**src/rtl/mux_matrix_pkg.sv**
```systemverilog
// Shared types and defaults for the matrix mux scan controller.
// Holds the scan FSM state enum, default parameters and index-width helper.
package mux_matrix_pkg;

  typedef enum logic [2:0] {
    IDLE,
    SETTLE,
    CONV,
    WAIT,
    NEXT,
    DONE
  } state_e;

  localparam int unsigned DefRows    = 2;
  localparam int unsigned DefCols    = 2;
  localparam int unsigned DefWidth   = 5;
  localparam int unsigned DefSettle  = 4;
  localparam int unsigned DefTimeout = 255;

  // Counter width for n distinct values, never below one bit.
  function automatic int unsigned idx_w(input int unsigned n);
    return (n > 1) ? $clog2(n) : 1;
  endfunction

endpackage

```
**src/rtl/matrix_index_counter.sv**
```systemverilog
// Row/column wrap counter pair with terminal flags.
// Ports: clk_i, rst_ni, clr_i, en_i -> row_o, col_o, col_last_o, row_last_o.
module matrix_index_counter
  import mux_matrix_pkg::*;
#(
  parameter int unsigned Rows = DefRows,
  parameter int unsigned Cols = DefCols
) (
  input  logic                       clk_i,
  input  logic                       rst_ni,
  input  logic                       clr_i,
  input  logic                       en_i,
  output logic [idx_w(Rows)-1:0]     row_o,
  output logic [idx_w(Cols)-1:0]     col_o,
  output logic                       col_last_o,
  output logic                       row_last_o
);

  localparam int unsigned RW = idx_w(Rows);
  localparam int unsigned CW = idx_w(Cols);

  logic [RW-1:0] r_row;
  logic [CW-1:0] r_col;

  assign col_last_o = (r_col == CW'(Cols - 1));
  assign row_last_o = (r_row == RW'(Rows - 1));
  assign row_o      = r_row;
  assign col_o      = r_col;

  // Column is the fast index; the last pixel wraps both to zero.
  always_ff @(posedge clk_i or negedge rst_ni) begin
    if (!rst_ni) begin
      r_row <= '0;
      r_col <= '0;
    end else if (clr_i) begin
      r_row <= '0;
      r_col <= '0;
    end else if (en_i) begin
      if (col_last_o) begin
        r_col <= '0;
        r_row <= row_last_o ? '0 : r_row + 1'b1;
      end else begin
        r_col <= r_col + 1'b1;
      end
    end
  end

endmodule

```
**src/rtl/mux_matrix_scan_ctrl.sv**
```systemverilog
// Full-frame scan controller: settle mux, start ADC, await done, step pixel.
// In: clk_i rst_ni start_i abort_i adc_done_i; out: indices, strobes, flags.
module mux_matrix_scan_ctrl
  import mux_matrix_pkg::*;
#(
  parameter int unsigned Rows          = DefRows,
  parameter int unsigned Cols          = DefCols,
  parameter int unsigned Width         = DefWidth,
  parameter int unsigned SettleCycles  = DefSettle,
  parameter int unsigned TimeoutCycles = DefTimeout
) (
  input  logic             clk_i,
  input  logic             rst_ni,
  input  logic             start_i,
  input  logic             abort_i,
  input  logic             adc_done_i,
  output logic [Width-1:0] row_o,
  output logic [Width-1:0] col_o,
  output logic             mux_en_o,
  output logic             adc_start_o,
  output logic             busy_o,
  output logic             frame_done_o,
  output logic             err_o
);

  localparam int unsigned RW = idx_w(Rows);
  localparam int unsigned CW = idx_w(Cols);
  localparam int unsigned SW = idx_w(SettleCycles);
  localparam int unsigned TW = idx_w(TimeoutCycles);

  if (Width < RW || Width < CW) begin : g_width_err
    $error("Width too small for matrix index");
  end

  state_e        r_state;
  logic [SW-1:0] r_settle;
  logic [TW-1:0] r_tmo;
  logic          r_mux_en;
  logic          r_adc_start;
  logic          r_busy;
  logic          r_frame_done;
  logic          r_err;

  logic [RW-1:0] w_row;
  logic [CW-1:0] w_col;
  logic          w_col_last;
  logic          w_row_last;
  logic          w_abort;
  logic          w_tmo;
  logic          w_idx_clr;
  logic          w_idx_en;

  assign w_abort = (r_state != IDLE) && abort_i;
  assign w_tmo   = (r_state == WAIT) && !adc_done_i &&
                   (r_tmo == TW'(TimeoutCycles - 1));

  // Indices return to (0,0) on frame start, abort and timeout.
  assign w_idx_clr = w_abort || w_tmo ||
                     ((r_state == IDLE) && start_i);
  assign w_idx_en  = (r_state == NEXT);

  matrix_index_counter #(
    .Rows (Rows),
    .Cols (Cols)
  ) u_idx (
    .clk_i      (clk_i),
    .rst_ni     (rst_ni),
    .clr_i      (w_idx_clr),
    .en_i       (w_idx_en),
    .row_o      (w_row),
    .col_o      (w_col),
    .col_last_o (w_col_last),
    .row_last_o (w_row_last)
  );

  always_ff @(posedge clk_i or negedge rst_ni) begin
    if (!rst_ni) begin
      r_state      <= IDLE;
      r_settle     <= '0;
      r_tmo        <= '0;
      r_mux_en     <= 1'b0;
      r_adc_start  <= 1'b0;
      r_busy       <= 1'b0;
      r_frame_done <= 1'b0;
      r_err        <= 1'b0;
    end else begin
      r_adc_start  <= 1'b0;
      r_frame_done <= 1'b0;
      if (w_abort) begin
        r_state  <= IDLE;
        r_mux_en <= 1'b0;
        r_busy   <= 1'b0;
      end else begin
        unique case (r_state)
          IDLE: begin
            if (start_i) begin
              r_state  <= SETTLE;
              r_settle <= SW'(SettleCycles - 1);
              r_err    <= 1'b0;
              r_mux_en <= 1'b1;
              r_busy   <= 1'b1;
            end
          end
          SETTLE: begin
            if (r_settle == '0) begin
              r_state     <= CONV;
              r_adc_start <= 1'b1;
            end else begin
              r_settle <= r_settle - 1'b1;
            end
          end
          CONV: begin
            r_state <= WAIT;
            r_tmo   <= '0;
          end
          WAIT: begin
            if (adc_done_i) begin
              r_state  <= NEXT;
              r_mux_en <= 1'b0;
            end else if (w_tmo) begin
              r_state  <= IDLE;
              r_err    <= 1'b1;
              r_mux_en <= 1'b0;
              r_busy   <= 1'b0;
            end else begin
              r_tmo <= r_tmo + 1'b1;
            end
          end
          NEXT: begin
            if (w_col_last && w_row_last) begin
              r_state      <= DONE;
              r_frame_done <= 1'b1;
            end else begin
              r_state  <= SETTLE;
              r_settle <= SW'(SettleCycles - 1);
              r_mux_en <= 1'b1;
            end
          end
          DONE: begin
            r_state <= IDLE;
            r_busy  <= 1'b0;
          end
          default: begin
            r_state  <= IDLE;
            r_mux_en <= 1'b0;
            r_busy   <= 1'b0;
          end
        endcase
      end
    end
  end

  assign row_o        = Width'(w_row);
  assign col_o        = Width'(w_col);
  assign mux_en_o     = r_mux_en;
  assign adc_start_o  = r_adc_start;
  assign busy_o       = r_busy;
  assign frame_done_o = r_frame_done;
  assign err_o        = r_err;

endmodule

```
**config.mk**
```make
export PLATFORM = sky130hd
export DESIGN_NAME = mux_matrix_scan_ctrl
export DESIGN_NICKNAME = d
export VERILOG_FILES = /design/src/rtl/mux_matrix_pkg.sv /design/src/rtl/matrix_index_counter.sv /design/src/rtl/mux_matrix_scan_ctrl.sv
export SDC_FILE = /design/constraint.sdc
export NUM_CORES = 1
export LEC_CHECK = 0
export CORE_ASPECT_RATIO = 2
export CORE_MARGIN = 2
export CORE_UTILIZATION = 47
export CTS_BUF_LIST = sky130_fd_sc_hd__clkbuf_4 sky130_fd_sc_hd__clkbuf_8 sky130_fd_sc_hd__clkbuf_16
export DETAILED_ROUTE_END_ITERATION = 12
export PLACE_DENSITY_LB_ADDON = 0.15
export SLEW_MARGIN = 40
export SYNTH_ARGS = -nofsm -noshare
export SYNTH_HDL_FRONTEND = slang
export SYNTH_SLANG_ARGS = --single-unit
```
**constraint.sdc**
```tcl
create_clock -name clk_i -period 1.6 [get_ports clk_i]
set_input_delay 0.24 -clock clk_i [delete_from_list [all_inputs] [get_ports clk_i]]
set_output_delay 0.24 -clock clk_i [all_outputs]
set_load 0.005 [all_outputs]
```
==> results.cfg, run 1 <==
[placed_design]
portBuffers = 11
hpwl_mm = 2.205
globalplace.congestion = 0.8372

[final_layout]
final_cell_mix = dfrtp_1, buf_4, o21ai_0
final_common_cell = dfrtp_1
multi_input_comb_area_sq_um = 659.4
area_growth_pct = 23.32
final-seq-area_sq_um = 501.7
fillers = 230
post-route-util_pct = 60.50
antennaDiodeCount = 0
finalNetCount = 176
drive_gt1_share_pct = 20.36

[sta]
rsz0062_at_grt = true
period_needed_ps = 1540
hold_slack_ps = 303.4
finalSetupViolations = 0
setup_tns_ps = 0
clock_skew_ps = 1.590
timing.final.crit_share_pct = 96.26
hold_viol = 0
slew_violations = 0
timing.fmax_mhz = 649.3

[drt]
wl_per_cell_um = 15.13
drt-total-wl_mm = 2.951
drt_iter0_markers = 24
drt.antenna.violating_nets = 0
drc = 0
viasPerCell = 5.692
vias = 1110
dr.pass1.iters = 4

[yosys]
synth_compound_area_share_pct = 20.90
synth.area.top_cells = dfrtp_1, buf_4, o21ai_0
synthMuxAreaShare_pct = 2.010
synthXorXnorAreaFrac_pct = 0
synthCells = 143
syn-cell-area_sq_mm = 0.001245
synth_edf_count = 0
synth_top_family_by_area = simple AND/OR/NAND/NOR gates
synth_warnings = 0
synth_fa_ha_area_share_pct = 3.015
avgSynthCellArea_sq_um = 8.706
synth_top_area_share_pct = 40.20
synthSimpleGateAreaFrac_pct = 23.22
yosys.area.top_type = dfrtp_1
synth_cell_type_count = 39
ys_seq_area_share_pct = 40.20
ys.flop_type = dfrtp_1
synthArstFlopShare_pct = 100.0
synth-seq-cells = 20

[global_route]
grt_max_degree = 21
overflow = 0
grt_use_total_pct = 22.04
antenna_found_initial = 0
grt_pass1_wl_mm = 4.850
grt_pass1_vias = 1123

[critical_path]
worstSetupPathType = reg2reg
setup.worst_path.end_class = register
r2r-start = r_state[1]$_DFFE_PN0P_
required_ps = 1760
crit_start = r_state[1]$_DFFE_PN0P_
critPathMaxFanout = 3
cp-start-kind = register
cp.arrival_ps = 1700

[cts]
numCtsBuffers = 3
cts_max_level = 1
root_buffer = clkbuf_8
clock_latency_ps = 270
cts_sinks = 20
cts_tree = yes
holdBufCountCts = 0
post_cts_buffers = 0
cts_max_path_buffers = 2
cts_resized = 0
path_clk_slew_ps = 80

[power_and_ir_drop]
p_leak_uw = 0.0007002
p_per_area_mw_per_mm2 = 1176
vdd_ir_drop_max_mv = 0.7243
power.total_uw = 1806

[floorplan]
design.core.area_sq_mm = 0.002537
ios = 20
start_util_pct = 49.06
fp.dieH_um = 76.79
rows = 26
die_w_um = 40.39
die_area_sq_mm = 0.003101

[job]
max_cap_violations = 0

[run_status]
status = completed

[min_path]
holdCritPathClass = in2async
## critical path: stages (launching register included)
cell	delay (ps)
dfrtp_1	410
nand2_2	110
or4_4	430
o211ai_2	160
mux2_4	310
## cells in the mapped netlist (4+ instances only)
library cell	n
inv_1	5
nand4_1	4
nor2_1	10
dfrtp_1	20
buf_2	4
buf_4	11
o31ai_1	4
a21oi_1	13
o21ai_0	15
nand2_1	14
## metal layers
metal	track usage [%]	routed length, um
met1	25.42	1133
met2	36.51	1664
met3	2.023	73
met4	12.00	81
met5	0	0
## where the power goes
part	leakage [uW]	internal [uW]	switching, uW
logic	0.000412	348	377
clock network	0.0000288	220	184
registers	0.000260	602	75.5
## final cells by class
class                   count  share of cell area, %
flip-flops and latches     20                  32.68
repair buffers             30                  17.28
clock buffers               4                  3.586
multi-input cells         108                  42.95
well taps                  28                  2.282
inverters                   5                  1.222
## path summary, 6_finish.rpt
path,end,slack [ps],depth (start not counted)
max reg2reg,mux_en_o$_DFFE_PN0P_,60,4
min,r_tmo[3]$_DFFE_PN0P_,300,2
max,mux_en_o$_DFFE_PN0P_,60,4
min reg2reg,r_tmo[6]$_DFFE_PN0P_,520,1
min in group clk_i,r_tmo[6]$_DFFE_PN0P_,520,1
max in group asynchronous,r_tmo[4]$_DFFE_PN0P_,1070,2
## cell families (layout without fill, tap and decap cells)
logic type               count (synthesis)  in the layout
buffers and inverters                   22             39
flip-flops                              20             20
adder cells (fa/ha/maj)                  3              3
other                                    1              8
AND/OR/NAND/NOR                         52             52
multiplexers                             2              2
AO/OA/AOI/OAI                           43             43
## sequential cells by signal (all words and copies together), names as in the netlist
register          flops
r_tmo                 8
r_state               3
r_settle              2
adc_start_o           1
busy_o                1
err_o                 1
frame_done_o          1
mux_en_o              1
u_idx.col_last_o      1
u_idx.row_last_o      1
## metrics by stage
| step | instances | area (sq um) | setup WS [ps] |
|---|---|---|---|
| after global routing | 195 | 1535 | -15.32 |
| after floorplan | 150 | 1271 | 50.59 |
| after CTS | 195 | 1516 | 55.32 |
| final | 195 | 1535 | 59.80 |
| after detailed placement | 191 | 1461 | -204.1 |
| after global placement | 191 | 1461 | -180.5 |
No activity file was read; power rests on OpenSTA's default activity.
==> run 2: changes to the inputs <==
--- a/config.mk
+++ b/config.mk
@@ -10,6 +10,7 @@
 export CORE_UTILIZATION = 47
 export CTS_BUF_LIST = sky130_fd_sc_hd__clkbuf_4 sky130_fd_sc_hd__clkbuf_8 sky130_fd_sc_hd__clkbuf_16
 export DETAILED_ROUTE_END_ITERATION = 12
+export GPL_TIMING_DRIVEN = 1
 export PLACE_DENSITY_LB_ADDON = 0.15
 export SLEW_MARGIN = 40
 export SYNTH_ARGS = -nofsm -noshare
==> results of run 2 <==
No change in the layout: final DEF, timing and power equal those of run 1.
==> run 3: changes to the inputs <==
--- a/config.mk
+++ b/config.mk
@@ -12,7 +12,6 @@
 export DETAILED_ROUTE_END_ITERATION = 12
 export GPL_TIMING_DRIVEN = 1
 export PLACE_DENSITY_LB_ADDON = 0.15
-export SLEW_MARGIN = 40
 export SYNTH_ARGS = -nofsm -noshare
 export SYNTH_HDL_FRONTEND = slang
 export SYNTH_SLANG_ARGS = --single-unit
==> results of run 3 <==
No change in the layout: final DEF, timing and power equal those of run 1.
